## src/rtl/data_minus_pkg.sv

```systemverilog
// Shared types and defaults for the registered absolute-difference unit.
// The optional a_lt_b sign output is controlled by DATA_MINUS_SIGN_EN.
package data_minus_pkg;

    localparam int DATA_MINUS_WIDTH = 8;

    typedef logic [DATA_MINUS_WIDTH-1:0] operand_t;
    typedef logic [DATA_MINUS_WIDTH:0]   result_t;

endpackage : data_minus_pkg

```

## src/rtl/abs_diff.sv

```systemverilog
// Combinational |a - b| for unsigned operands, plus the a < b compare
// that selects which operand is subtracted from which.
module abs_diff #(
    parameter int WIDTH = 8
) (
    input  logic [WIDTH-1:0] a,
    input  logic [WIDTH-1:0] b,
    output logic [WIDTH-1:0] diff,
    output logic             lt
);

    // Subtracting the smaller from the larger keeps the result in WIDTH bits
    // without wrap.
    always_comb begin
        lt   = (a < b);
        diff = lt ? (b - a) : (a - b);
    end

endmodule : abs_diff

```

## src/rtl/data_abs_minus.sv

```systemverilog
// Registered absolute-difference unit: c <= {1'b0, |a - b|} every clock.
// Defining DATA_MINUS_SIGN_EN adds a registered a_lt_b flag with the same latency.
module data_abs_minus
    import data_minus_pkg::*;
#(
    parameter int WIDTH = DATA_MINUS_WIDTH
) (
    input  logic             clk,
    input  logic             rst,
    input  logic [WIDTH-1:0] a,
    input  logic [WIDTH-1:0] b,
`ifdef DATA_MINUS_SIGN_EN
    output logic [WIDTH:0]   c,
    output logic             a_lt_b
`else
    output logic [WIDTH:0]   c
`endif
);

    logic [WIDTH-1:0] diff_comb;
    logic             lt_comb;

    abs_diff #(
        .WIDTH (WIDTH)
    ) u_abs_diff (
        .a    (a),
        .b    (b),
        .diff (diff_comb),
        .lt   (lt_comb)
    );

    // The top bit is always zero; it exists so signed-difference consumers
    // can take this output without resizing.
    always_ff @(posedge clk or posedge rst) begin
        if (rst) begin
            c <= '0;
        end else begin
            c <= {1'b0, diff_comb};
        end
    end

`ifdef DATA_MINUS_SIGN_EN
    always_ff @(posedge clk or posedge rst) begin
        if (rst) begin
            a_lt_b <= 1'b0;
        end else begin
            a_lt_b <= lt_comb;
        end
    end
`else
    // Without the sign port the compare only steers operand selection.
    logic unused_lt;
    assign unused_lt = lt_comb;
`endif

endmodule : data_abs_minus

```

## config.mk

```make
export PLATFORM = sky130hd
export DESIGN_NAME = data_abs_minus
export DESIGN_NICKNAME = d
export VERILOG_FILES = /design/src/rtl/data_minus_pkg.sv /design/src/rtl/abs_diff.sv /design/src/rtl/data_abs_minus.sv
export SDC_FILE = /design/constraint.sdc
export NUM_CORES = 1
export LEC_CHECK = 0
export ABC_AREA = 0
export BUFFER_PORTS_ARGS = -buffer_cell sky130_fd_sc_hd__buf_2
export CORE_UTILIZATION = 54
export DETAILED_ROUTE_END_ITERATION = 7
export HOLD_SLACK_MARGIN = 0.08
export PLACE_DENSITY_LB_ADDON = 0.05
export SLEW_MARGIN = 20
export SYNTH_ARGS = -nofsm -noshare
export SYNTH_HDL_FRONTEND = slang
export SYNTH_HIERARCHICAL = 1
export SYNTH_SLANG_ARGS = --single-unit
export TNS_END_PERCENT = 100
```

## constraint.sdc

```tcl
create_clock -name clk -period 1 [get_ports clk]
set_clock_uncertainty 0.15 [all_clocks]
set_input_delay 0.2 -clock clk [delete_from_list [all_inputs] [get_ports clk]]
set_output_delay 0.2 -clock clk [all_outputs]
set_load 0.02 [all_outputs]
```

==> out/qor.yml <==
finish:
  fillers: 51
  antenna_cells: 0
  reg.largest.list: "c: 8 flops"
  largest_reg_flops: 8
  flow.area_growth_from_synthesis_pct: 60.68
  finish.cell_count_without_fillers: 172
  post_route_cells_drive_above_1_share: 0.4551
  design.final.nets: 195
  largest_register: "c"
status:
  outcome: "finished, violations left"
  violated_checks: "setup timing"
synthesis:
  yosysWarningCount: 6
  synth_nets: 135
  yosys.area.top_type_share: 0.2422
  syn-instance-count: 98
  yosys-top-cells-count: "18 x sky130_fd_sc_hd__inv_1, 17 x sky130_fd_sc_hd__ha_1, 11 x sky130_fd_sc_hd__a21oi_1, 8 x sky130_fd_sc_hd__dfrtp_1, 8 x sky130_fd_sc_hd__nand2_1"
  seq_area_frac_synth: 0.2279
  post_synth_instance_area_um2: 878.3
  syn_avg_cell_area_um2: 8.963
  synth-async-reset-ratio: 1.000
  synth.most_common_cell: "sky130_fd_sc_hd__inv_1"
  post_synth_num_cell_types: 25
  number_of_synthesized_flops_with_an_enable_pin: 0
  yosys_register_bits: 8
  synthDominantAreaCellType: "sky130_fd_sc_hd__ha_1"
  synth_area_leaders: "sky130_fd_sc_hd__ha_1 24%, sky130_fd_sc_hd__dfrtp_1 23%, sky130_fd_sc_hd__inv_1 7.7%, sky130_fd_sc_hd__a21oi_1 6.3%, sky130_fd_sc_hd__mux2i_1 5.7%"
  postSynth.topFlopCell: "sky130_fd_sc_hd__dfrtp_1"
grt:
  grt_start_max_net_pins: 9
  grt_pass1_wl_mm: 4.574
  number_of_antenna_violations_at_the_first_check_in_global_routing: 0
  overflow: 0
  globalRouteTotalUtil: 0.3423
  via_count_of_the_first_global_routing_pass: 996
floorplanning:
  dieHeight_um: 42.33
  placeableCoreArea_um2: 1506
  design.portCount: 27
  die_w_um: 42.33
  die_area_um2: 1792
  start_util: 0.5831
  row_count: 14
clock_network:
  clk_root_buffer_cell: "sky130_fd_sc_hd__clkbuf_4"
  max-clock-path-buffers: 2
  hold_buffers: 1
  cts.sink_count: 8
  numCtsBuffers: 3
  cts_max_level: 1
  clkSlewWorstSetupHoldPaths_ps: 70
  tritoncts_clock_tree: "yes"
route:
  drtIter0Drc: 61
  drtPass1Iterations: 4
  ant_nets: 0
  post-route-drc-count: 0
  routed_via_count: 1039
  vias_per_cell: 6.041
  routed_wire_length_per_instance_um: 19.73
  route.final.wire_length_mm: 3.394
sta:
  setup_viol_count_final: 15
  final_period_minus_worst_setup_slack_ps: 1868
  whs_ps: 70.37
  finalWorstSetupSlack_ps: -868.1
  max_freq_ghz: 0.5353
  final_max_slew_viol_count: 0
  grt_setup_unrepaired: "true"
  post-route-period-util: 1.868
  finalHoldViolations: 0
power:
  pwr_dens_nw_per_um2: 1226
  vdd_ir_max_uv: 713.6
  power_leakage_nw: 0.7844
setup_path:
  critPathRequiredTime_ps: 1030
  critical-path-top-delay-family: "compound AO/OA/AOI/OAI gates"
  critical_path_class: "in2reg"
  series_of_cell_instances_along_the_critical_path: "buf_12 > inv_12 > ha_4 > fa_2 > nor2b_4 > o31a_1 > o21ai_4 > mux2i_1 > xor2_1"
  timing.critical_path.from: "a[0]"
  cpPeakStageDelay_ps: 300
  crit_path_end_kind: "flip-flop"
  critical-path-slowest-cell: "sky130_fd_sc_hd__o31a_1"
  worst-path-max-fanout: 6
  cp.arrival_ps: 1900
  critical_path.n_buffers_inverters: 2
  worst_setup_path_start_kind: "input pin"
placed_design:
  detailed_place_hpwl_mm: 1.760
  io_buffers: 25
  routabilityCongestion: 0.8285
  post_place_cells: 164
run:
  cap_viol_max_count: 0
min_path:
  hold_path.startpoint: "b[0]"
  hold_path_class: "in2reg"
area by class of cell:
class,instances,area (µm²),share of cell area
Sequential cell,8,200.2,0.1418
Inverter,18,80.08,0.05674
Clock buffer,3,22.52,0.01596
Multi-Input combinational cell,71,656.9,0.4654
Tap cell,16,20.02,0.01418
Timing Repair Buffer,56,431.7,0.3059
routing by layer:
metal,wire length (µm),up-vias,track usage
met1,1232,483,0.3737
met2,1669,92,0.6215
met3,282,25,0.06034
met4,210,0,0.1750
met5,0,-,0
li1,-,439,-
layout by cell type (no fill, tap or decap), drive strengths merged, types with 2 or more instances in the layout:
cell type	Yosys	layout
buf	1	55
mux2i	5	5
ha	17	17
a21boi	2	2
nand2	8	8
xor2	5	5
fa	2	2
nor2b	2	2
a21oi	11	11
clkbuf	0	3
a31oi	2	2
inv	18	18
o21ai	7	7
dfrtp	8	8
per-stage QoR:
step	power (W)	setup slack, ps	utilization	area, µm²	TNS [ps]
floorplan	0.0008760	-781.9	-	918.4	-5002
global placement	0.001158	-1047	0.8306	1251	-7087
detailed placement	0.001183	-1102	0.8306	1251	-7412
CTS	0.001568	-717.2	0.9061	1365	-5585
global route	0.001797	-916.5	0.9369	1411	-7098
finish	0.001730	-868.1	0.9369	1411	-6687
tightest hold or removal path, cell delays in order:
cell	delay, ps
sky130_fd_sc_hd__buf_6	90
sky130_fd_sc_hd__ha_1	120
sky130_fd_sc_hd__inv_1	50
path summary, 6_finish.rpt:
kind                       endpoint  slack (ps)  cells past startpoint
max                            c[2]        -870                      9
min                            c[0]          70                      3
max in group asynchronous      c[6]         160                      3
min in group asynchronous      c[1]         290                      3
repair_timing:
| action | in CTS | in global routing |
|---|---|---|
| setup buffers | 1 | 3 |
| hold endpoints to repair | 9 | 1 |
| endpoints found under the setup margin | 15 | 15 |
| pin swaps | 7 | 2 |
| gates resized for setup | 24 | 5 |
| cloned | 0 | 0 |
cell families (layout without fill, tap and decap cells):
| group | Yosys count | after routing | synth area share |
|---|---|---|---|
| muxes | 5 | 5 | 0.05698 |
| other | 1 | 1 | 0.004269 |
| xor gates and xnor gates | 6 | 6 | 0.05983 |
| DFF | 8 | 8 | 0.2279 |
| and+or+nand+nor | 15 | 15 | 0.1011 |
| buffers and inverters | 19 | 77 | 0.08547 |
| adders and majority gates | 19 | 19 | 0.2877 |
| AOI/OAI and AO/OA | 25 | 25 | 0.1766 |
power breakdown:
part,internal (W),switching [W]
sequential,0.000407,0.0000460
clock,0.000139,0.000135
combinational,0.000494,0.000509
total,0.00104,0.000690
No activity file was read; power rests on OpenSTA's default activity.
